<file path="src/rtl/router_input_unit.sv">
// rtl/router_input_unit.sv - torus router input stage: flit register, DOR route compute, FWFT FIFO
//
// Purpose: registers flits arriving from one MGT receive link, computes the
// dimension-order (X, then Y, then Z) shortest-path output port against this
// node's coordinates, and queues {route, flit} in a first-word-fall-through
// FIFO for the switch allocator. The link cannot be stalled, so pushes into a
// full FIFO are dropped, counted and flagged.
//
// Ports:
//   clk          clock, rising edge
//   rst          asynchronous active-high reset
//   in_flit      flit from the MGT receiver
//   in_valid     in_flit qualifier, at most one flit per cycle
//   out_flit     head-of-FIFO flit (0 while empty)
//   out_port     head route: 0 xpos, 1 ypos, 2 zpos, 3 xneg, 4 yneg, 5 zneg, 6 eject
//   out_valid    FIFO non-empty
//   out_ready    crossbar accepts the head this cycle
//   almost_full  occupancy >= DEPTH-2
//   overflow     sticky, a flit has been dropped since reset
//   drop_count   saturating count of dropped flits
module router_input_unit #(
  parameter int cur_x     = 0,
  parameter int cur_y     = 0,
  parameter int cur_z     = 0,
  parameter int X_SIZE    = 4,
  parameter int Y_SIZE    = 4,
  parameter int Z_SIZE    = 4,
  parameter int COORD_W   = 4,
  parameter int FLIT_SIZE = 256,
  parameter int DEPTH     = 8
) (
  input  logic                 clk,
  input  logic                 rst,
  input  logic [FLIT_SIZE-1:0] in_flit,
  input  logic                 in_valid,
  output logic [FLIT_SIZE-1:0] out_flit,
  output logic [2:0]           out_port,
  output logic                 out_valid,
  input  logic                 out_ready,
  output logic                 almost_full,
  output logic                 overflow,
  output logic [15:0]          drop_count
);

  localparam int PTR_W   = $clog2(DEPTH);
  localparam int CNT_W   = PTR_W + 1;
  localparam int ENTRY_W = FLIT_SIZE + 3;
  localparam int DW      = COORD_W + 1;

  localparam logic [DW-1:0] CUR_X  = DW'(cur_x);
  localparam logic [DW-1:0] CUR_Y  = DW'(cur_y);
  localparam logic [DW-1:0] CUR_Z  = DW'(cur_z);
  localparam logic [DW-1:0] SIZE_X = DW'(X_SIZE);
  localparam logic [DW-1:0] SIZE_Y = DW'(Y_SIZE);
  localparam logic [DW-1:0] SIZE_Z = DW'(Z_SIZE);
  localparam logic [DW-1:0] HALF_X = DW'(X_SIZE / 2);
  localparam logic [DW-1:0] HALF_Y = DW'(Y_SIZE / 2);
  localparam logic [DW-1:0] HALF_Z = DW'(Z_SIZE / 2);

  // Forward distance around the ring, one extra bit so a negative raw
  // difference shows up in the MSB and can be folded back by adding the size.
  function automatic logic [DW-1:0] ring_delta(input logic [COORD_W-1:0] dst,
                                               input logic [DW-1:0] cur,
                                               input logic [DW-1:0] size);
    logic [DW-1:0] d;
    d = {1'b0, dst} - cur;
    if (d[DW-1]) d = d + size;
    return d;
  endfunction

  logic [COORD_W-1:0] dst_x, dst_y, dst_z;
  logic [DW-1:0]      dx, dy, dz;
  logic [2:0]         in_route;

  assign dst_x = in_flit[FLIT_SIZE-1 -: COORD_W];
  assign dst_y = in_flit[FLIT_SIZE-1-COORD_W -: COORD_W];
  assign dst_z = in_flit[FLIT_SIZE-1-2*COORD_W -: COORD_W];
  assign dx    = ring_delta(dst_x, CUR_X, SIZE_X);
  assign dy    = ring_delta(dst_y, CUR_Y, SIZE_Y);
  assign dz    = ring_delta(dst_z, CUR_Z, SIZE_Z);

  // First unresolved dimension wins; an exact half-ring distance goes positive.
  always_comb begin
    in_route = 3'd6;
    if (dx != '0)      in_route = (dx <= HALF_X) ? 3'd0 : 3'd3;
    else if (dy != '0) in_route = (dy <= HALF_Y) ? 3'd1 : 3'd4;
    else if (dz != '0) in_route = (dz <= HALF_Z) ? 3'd2 : 3'd5;
  end

  logic                 s1_valid_q, s1_valid_d;
  logic [FLIT_SIZE-1:0] s1_flit_q, s1_flit_d;
  logic [2:0]           s1_port_q, s1_port_d;
  logic [PTR_W-1:0]     wr_ptr_q, wr_ptr_d, rd_ptr_q, rd_ptr_d;
  logic [CNT_W-1:0]     count_q, count_d;
  logic                 overflow_q, overflow_d;
  logic [15:0]          drop_count_q, drop_count_d;
  logic [ENTRY_W-1:0]   mem_q [DEPTH];
  logic [ENTRY_W-1:0]   head;
  logic                 full, pop, wr_en, drop;

  assign out_valid   = (count_q != '0);
  assign almost_full = (count_q >= CNT_W'(DEPTH - 2));
  assign overflow    = overflow_q;
  assign drop_count  = drop_count_q;
  assign head        = mem_q[rd_ptr_q];
  // Storage is not reset, so the head is masked while the FIFO is empty.
  assign out_flit    = out_valid ? head[FLIT_SIZE-1:0] : '0;
  assign out_port    = out_valid ? head[ENTRY_W-1 -: 3] : 3'd0;

  always_comb begin
    full  = (count_q == CNT_W'(DEPTH));
    pop   = out_valid && out_ready;
    // A pop in the same cycle frees the slot, so a full FIFO still accepts.
    wr_en = s1_valid_q && (!full || pop);
    drop  = s1_valid_q && full && !pop;

    s1_valid_d   = in_valid;
    s1_flit_d    = in_valid ? in_flit : s1_flit_q;
    s1_port_d    = in_valid ? in_route : s1_port_q;
    wr_ptr_d     = wr_en ? wr_ptr_q + PTR_W'(1) : wr_ptr_q;
    rd_ptr_d     = pop ? rd_ptr_q + PTR_W'(1) : rd_ptr_q;
    count_d      = count_q;
    if (wr_en && !pop)      count_d = count_q + CNT_W'(1);
    else if (!wr_en && pop) count_d = count_q - CNT_W'(1);
    overflow_d   = overflow_q || drop;
    drop_count_d = (drop && drop_count_q != 16'hFFFF) ? drop_count_q + 16'd1 : drop_count_q;
  end

  always_ff @(posedge clk or posedge rst) begin
    if (rst) begin
      s1_valid_q   <= 1'b0;
      s1_flit_q    <= '0;
      s1_port_q    <= 3'd0;
      wr_ptr_q     <= '0;
      rd_ptr_q     <= '0;
      count_q      <= '0;
      overflow_q   <= 1'b0;
      drop_count_q <= 16'd0;
    end else begin
      s1_valid_q   <= s1_valid_d;
      s1_flit_q    <= s1_flit_d;
      s1_port_q    <= s1_port_d;
      wr_ptr_q     <= wr_ptr_d;
      rd_ptr_q     <= rd_ptr_d;
      count_q      <= count_d;
      overflow_q   <= overflow_d;
      drop_count_q <= drop_count_d;
    end
  end

  always_ff @(posedge clk) begin
    if (wr_en) mem_q[wr_ptr_q] <= {s1_port_q, s1_flit_q};
  end

endmodule
</file>
<file path="config.mk">
export PLATFORM = sky130hd
export DESIGN_NAME = router_input_unit
export DESIGN_NICKNAME = d
export VERILOG_FILES = /design/src/rtl/router_input_unit.sv
export SDC_FILE = /design/constraint.sdc
export NUM_CORES = 2
export LEC_CHECK = 0
export ABC_CLOCK_PERIOD_IN_PS = 61800
export CORE_MARGIN = 3
export CORE_UTILIZATION = 40
export CTS_CLUSTER_SIZE = 40
export DETAILED_ROUTE_END_ITERATION = 10
export HOLD_SLACK_MARGIN = 0.03
export MAX_ROUTING_LAYER = met4
export PLACE_DENSITY = 0.67
export SYNTH_ARGS = -nofsm -noshare
export SYNTH_HDL_FRONTEND = slang
export SYNTH_SLANG_ARGS = --single-unit
</file>
<file path="constraint.sdc">
create_clock -name clk -period 61.8 [get_ports clk]
set_input_delay 12.36 -clock clk [delete_from_list [all_inputs] [get_ports clk]]
set_output_delay 12.36 -clock clk [all_outputs]
set_load 0.005 [all_outputs]
</file>
==> impl_metrics.toml <==
[clocking]
h-tree-depth = 4
clk_pin_slew_ns = 0.06
insertion_delay_ns = 0.85
clockRootBuffer = "clkbuf_16"
clock_path_buffers = 3
cts_tree = "yes"
cts.sinks = 2359
post_cts_buffers = 0
cts_resized = 0
numCtsBuffers = 232
holdBufCountCts = 0

[synth]
avgSynthCellArea_um2 = 22.40
synthCells = 3986
synth_edf_count = 2072
seq_area_frac_synth_pct = 77.74
syn-cell-area_um2 = 89270
yosys_warnings = 0
synth-seq-cells = 2359
synth_nets = 4253
synthArstFlopShare_pct = 12.17
ys.flop_type = "edfxtp_1"
synth_cell_types = 46

[power_and_ir_drop]
p_leak_nw = 35.32
power_density_nw_per_um2 = 47.76
vdd_drop_max_mv = 0.03197

[sta]
tns_ns = 0
maxSlewViolCount = 0
worst_pin_slew_ns = 1.142
setup_viol = 0
min_period_ns = 18.14
rsz0062_at_grt = "no"
slew_headroom_pct = 23.84
fin_crit_sh_pct = 29.36
skew_ns = 0.04426
finalHoldViolations = 0
hold_slack_ns = 0.4884
fmax_mhz = 55.12

[floorplanning]
die_x_um = 478.4
dieArea_um2 = 228900
die_h_um = 478.4
pin_count = 538
coreArea_um2 = 220800
num_rows = 172
initial_utilization_pct = 40.43

[place]
gp_congestion = 0.7331
io_buffers = 537
place_hpwl_um = 107700

[grt]
grt_pass1_wl_um = 296100
grt_pass1_vias = 44050
grt_start_max_net_pins = 123
grt_use_total_pct = 17.73
gr-total-overflow = 0
antenna_found_initial = 16

[critical_path]
cp.required_ns = 49.44
r2r_slack_ns = 56.87
crit_fanout = 86
worstPathArrival_ns = 5.78
start_kind = "register"
critPathKind = "reg -> out"
cp-end-kind = "output pin"

[drt]
routed_via_density = 5.319
wl_per_cell_um = 25.30
ant_nets = 0
drc_errors = 0
vias = 41510
first_pass_iters = 5
routed_wl_um = 197500
drt-initial-drc-count = 3524

[job]
max-cap-violations = 0

[finish]
area_delta_synth_final_pct = 18.99
fill_cells = 17920
drive_above_1_share_pct = 25.16
final_nets = 4892

[run_status]
status = "finished clean"

[hold_path]
hp-class = "reg -> reg"
cells by family (layout without fill, tap and decap cells):
family | Yosys count | in the layout | share of synthesized area, %
AOI/OAI and AO/OA | 20 | 20 | 0.1528
xor gates and xnor gates | 19 | 19 | 0.1864
adders and majority gates | 7 | 7 | 0.1065
buffers and inverters | 207 | 1054 | 0.9685
DFF | 2359 | 2359 | 77.74
muxes | 1039 | 1039 | 19.27
other | 0 | 13 | 0
and+or+nand+nor | 335 | 335 | 1.573
power breakdown:
part / total (W) / switching (W) / internal, W
registers: 0.00210 / 0.000103 / 0.00200
logic: 0.00153 / 0.000760 / 0.000773
clock network: 0.00144 / 0.000588 / 0.000849
stage by stage:
| stage | setup WS [ns] | utilization, % | cells | area [um2] | power (W) |
|---|---|---|---|---|---|
| 6_report | 43.66 | 48.11 | 7804 | 106200 | 0.005074 |
| 5_1_grt | 43.08 | 48.10 | 7799 | 106200 | 0.005306 |
| 4_1_cts | 43.36 | 48.09 | 7791 | 106200 | 0.005146 |
| 3_5_place_dp | 44.31 | 44.51 | 7349 | 98280 | 0.003703 |
| 3_3_place_gp | 44.35 | 44.51 | 7349 | 98280 | 0.003689 |
| 2_1_floorplan | 30.25 | - | 3986 | 89270 | 0.003066 |
flip-flops by register name, summed over array words and instances (netlist names):
signal and flops:
overflow 1, drop_count 16, s1_valid_q 1, rd_ptr_q 3, s1_port_q 3, s1_flit_q 256
mem_q 2072, count_q 4, wr_ptr_q 3
layer usage:
metal  up-vias  global-route usage (%)  part of all wire [%]  routed length [um]
met2      1143                   28.35                    50               97800
met5         -                       -                     0                   0
met1     22400                   24.06                    43               85610
li1      17710                       -                     -                   -
met4         0                   3.697                   1.7                3344
met3       261                   3.105                   5.4               10720
worst paths after layout:
path                        startpoint              to  cells after the start
max                        rd_ptr_q[0]   out_flit[141]                      7
min                           overflow        overflow                      1
max in group asynchronous          rst  s1_flit_q[166]                      4
min reg2reg                   overflow        overflow                      1
min in group asynchronous          rst    s1_flit_q[1]                      2
max reg2reg                 count_q[0]   mem_q[6][100]                      9
Yosys cell counts, drive strengths merged (4+ instances only):
master | number | area share [%]
mux2 | 260 | 3.3
dfrtp | 287 | 8.0
edfxtp | 2072 | 70
nand2b | 4 | 0.028
xnor2 | 5 | 0.049
nand2 | 16 | 0.067
nor2 | 272 | 1.1
mux2i | 261 | 2.9
ha | 6 | 0.084
nor4 | 6 | 0.049
nor3 | 10 | 0.073
buf | 109 | 0.56
nand4 | 5 | 0.035
mux4 | 518 | 13
a21oi | 6 | 0.034
inv | 4 | 0.017
clkbuf | 94 | 0.40
nand3 | 7 | 0.039
xor2 | 14 | 0.14
worst max-delay path, cell delays in order, from the launching register on:
cell and delay (ns):
dfrtp_4 0.85, buf_4 0.85, buf_12 0.59, buf_4 0.89
mux4_2 0.60, mux2i_1 0.33, nor2_1 0.08, clkdlybuf4s50_1 0.48
placed cells by master, fill, tap and decap left out, types with 5 or more instances in the layout:
| cell type | count |
|---|---|
| mux2_2 | 260 |
| clkinv_2 | 40 |
| ha_1 | 6 |
| mux2i_1 | 261 |
| clkbuf_1 | 64 |
| mux4_2 | 518 |
| a21oi_1 | 6 |
| buf_4 | 58 |
| diode_2 | 13 |
| clkdlybuf4s50_1 | 536 |
| xnor2_1 | 5 |
| buf_12 | 13 |
| nand3_1 | 7 |
| clkbuf_8 | 21 |
| nor3_1 | 5 |
| nor3_2 | 5 |
| clkinv_1 | 32 |
| bufinv_16 | 29 |
| edfxtp_1 | 2072 |
| clkbuf_16 | 236 |
| nor2_4 | 6 |
| nand4_1 | 5 |
| nor2_1 | 266 |
| xor2_1 | 14 |
| inv_6 | 5 |
| nand2_1 | 16 |
| dfrtp_1 | 284 |
| nor4_1 | 5 |
cell type report:
| class | instances | area [um2] | share of cell area, % |
|---|---|---|---|
| inverters | 4 | 22.52 | 0.02120 |
| clock inverters | 121 | 1473 | 1.386 |
| well taps | 2958 | 3701 | 3.484 |
| clock buffers | 321 | 6435 | 6.058 |
| flip-flops and latches | 2359 | 69410 | 65.35 |
| repair buffers | 608 | 6076 | 5.720 |
| multi-input cells | 1420 | 19070 | 17.95 |
| diodes | 13 | 32.53 | 0.03063 |
Power figures use the tool's default switching activity.
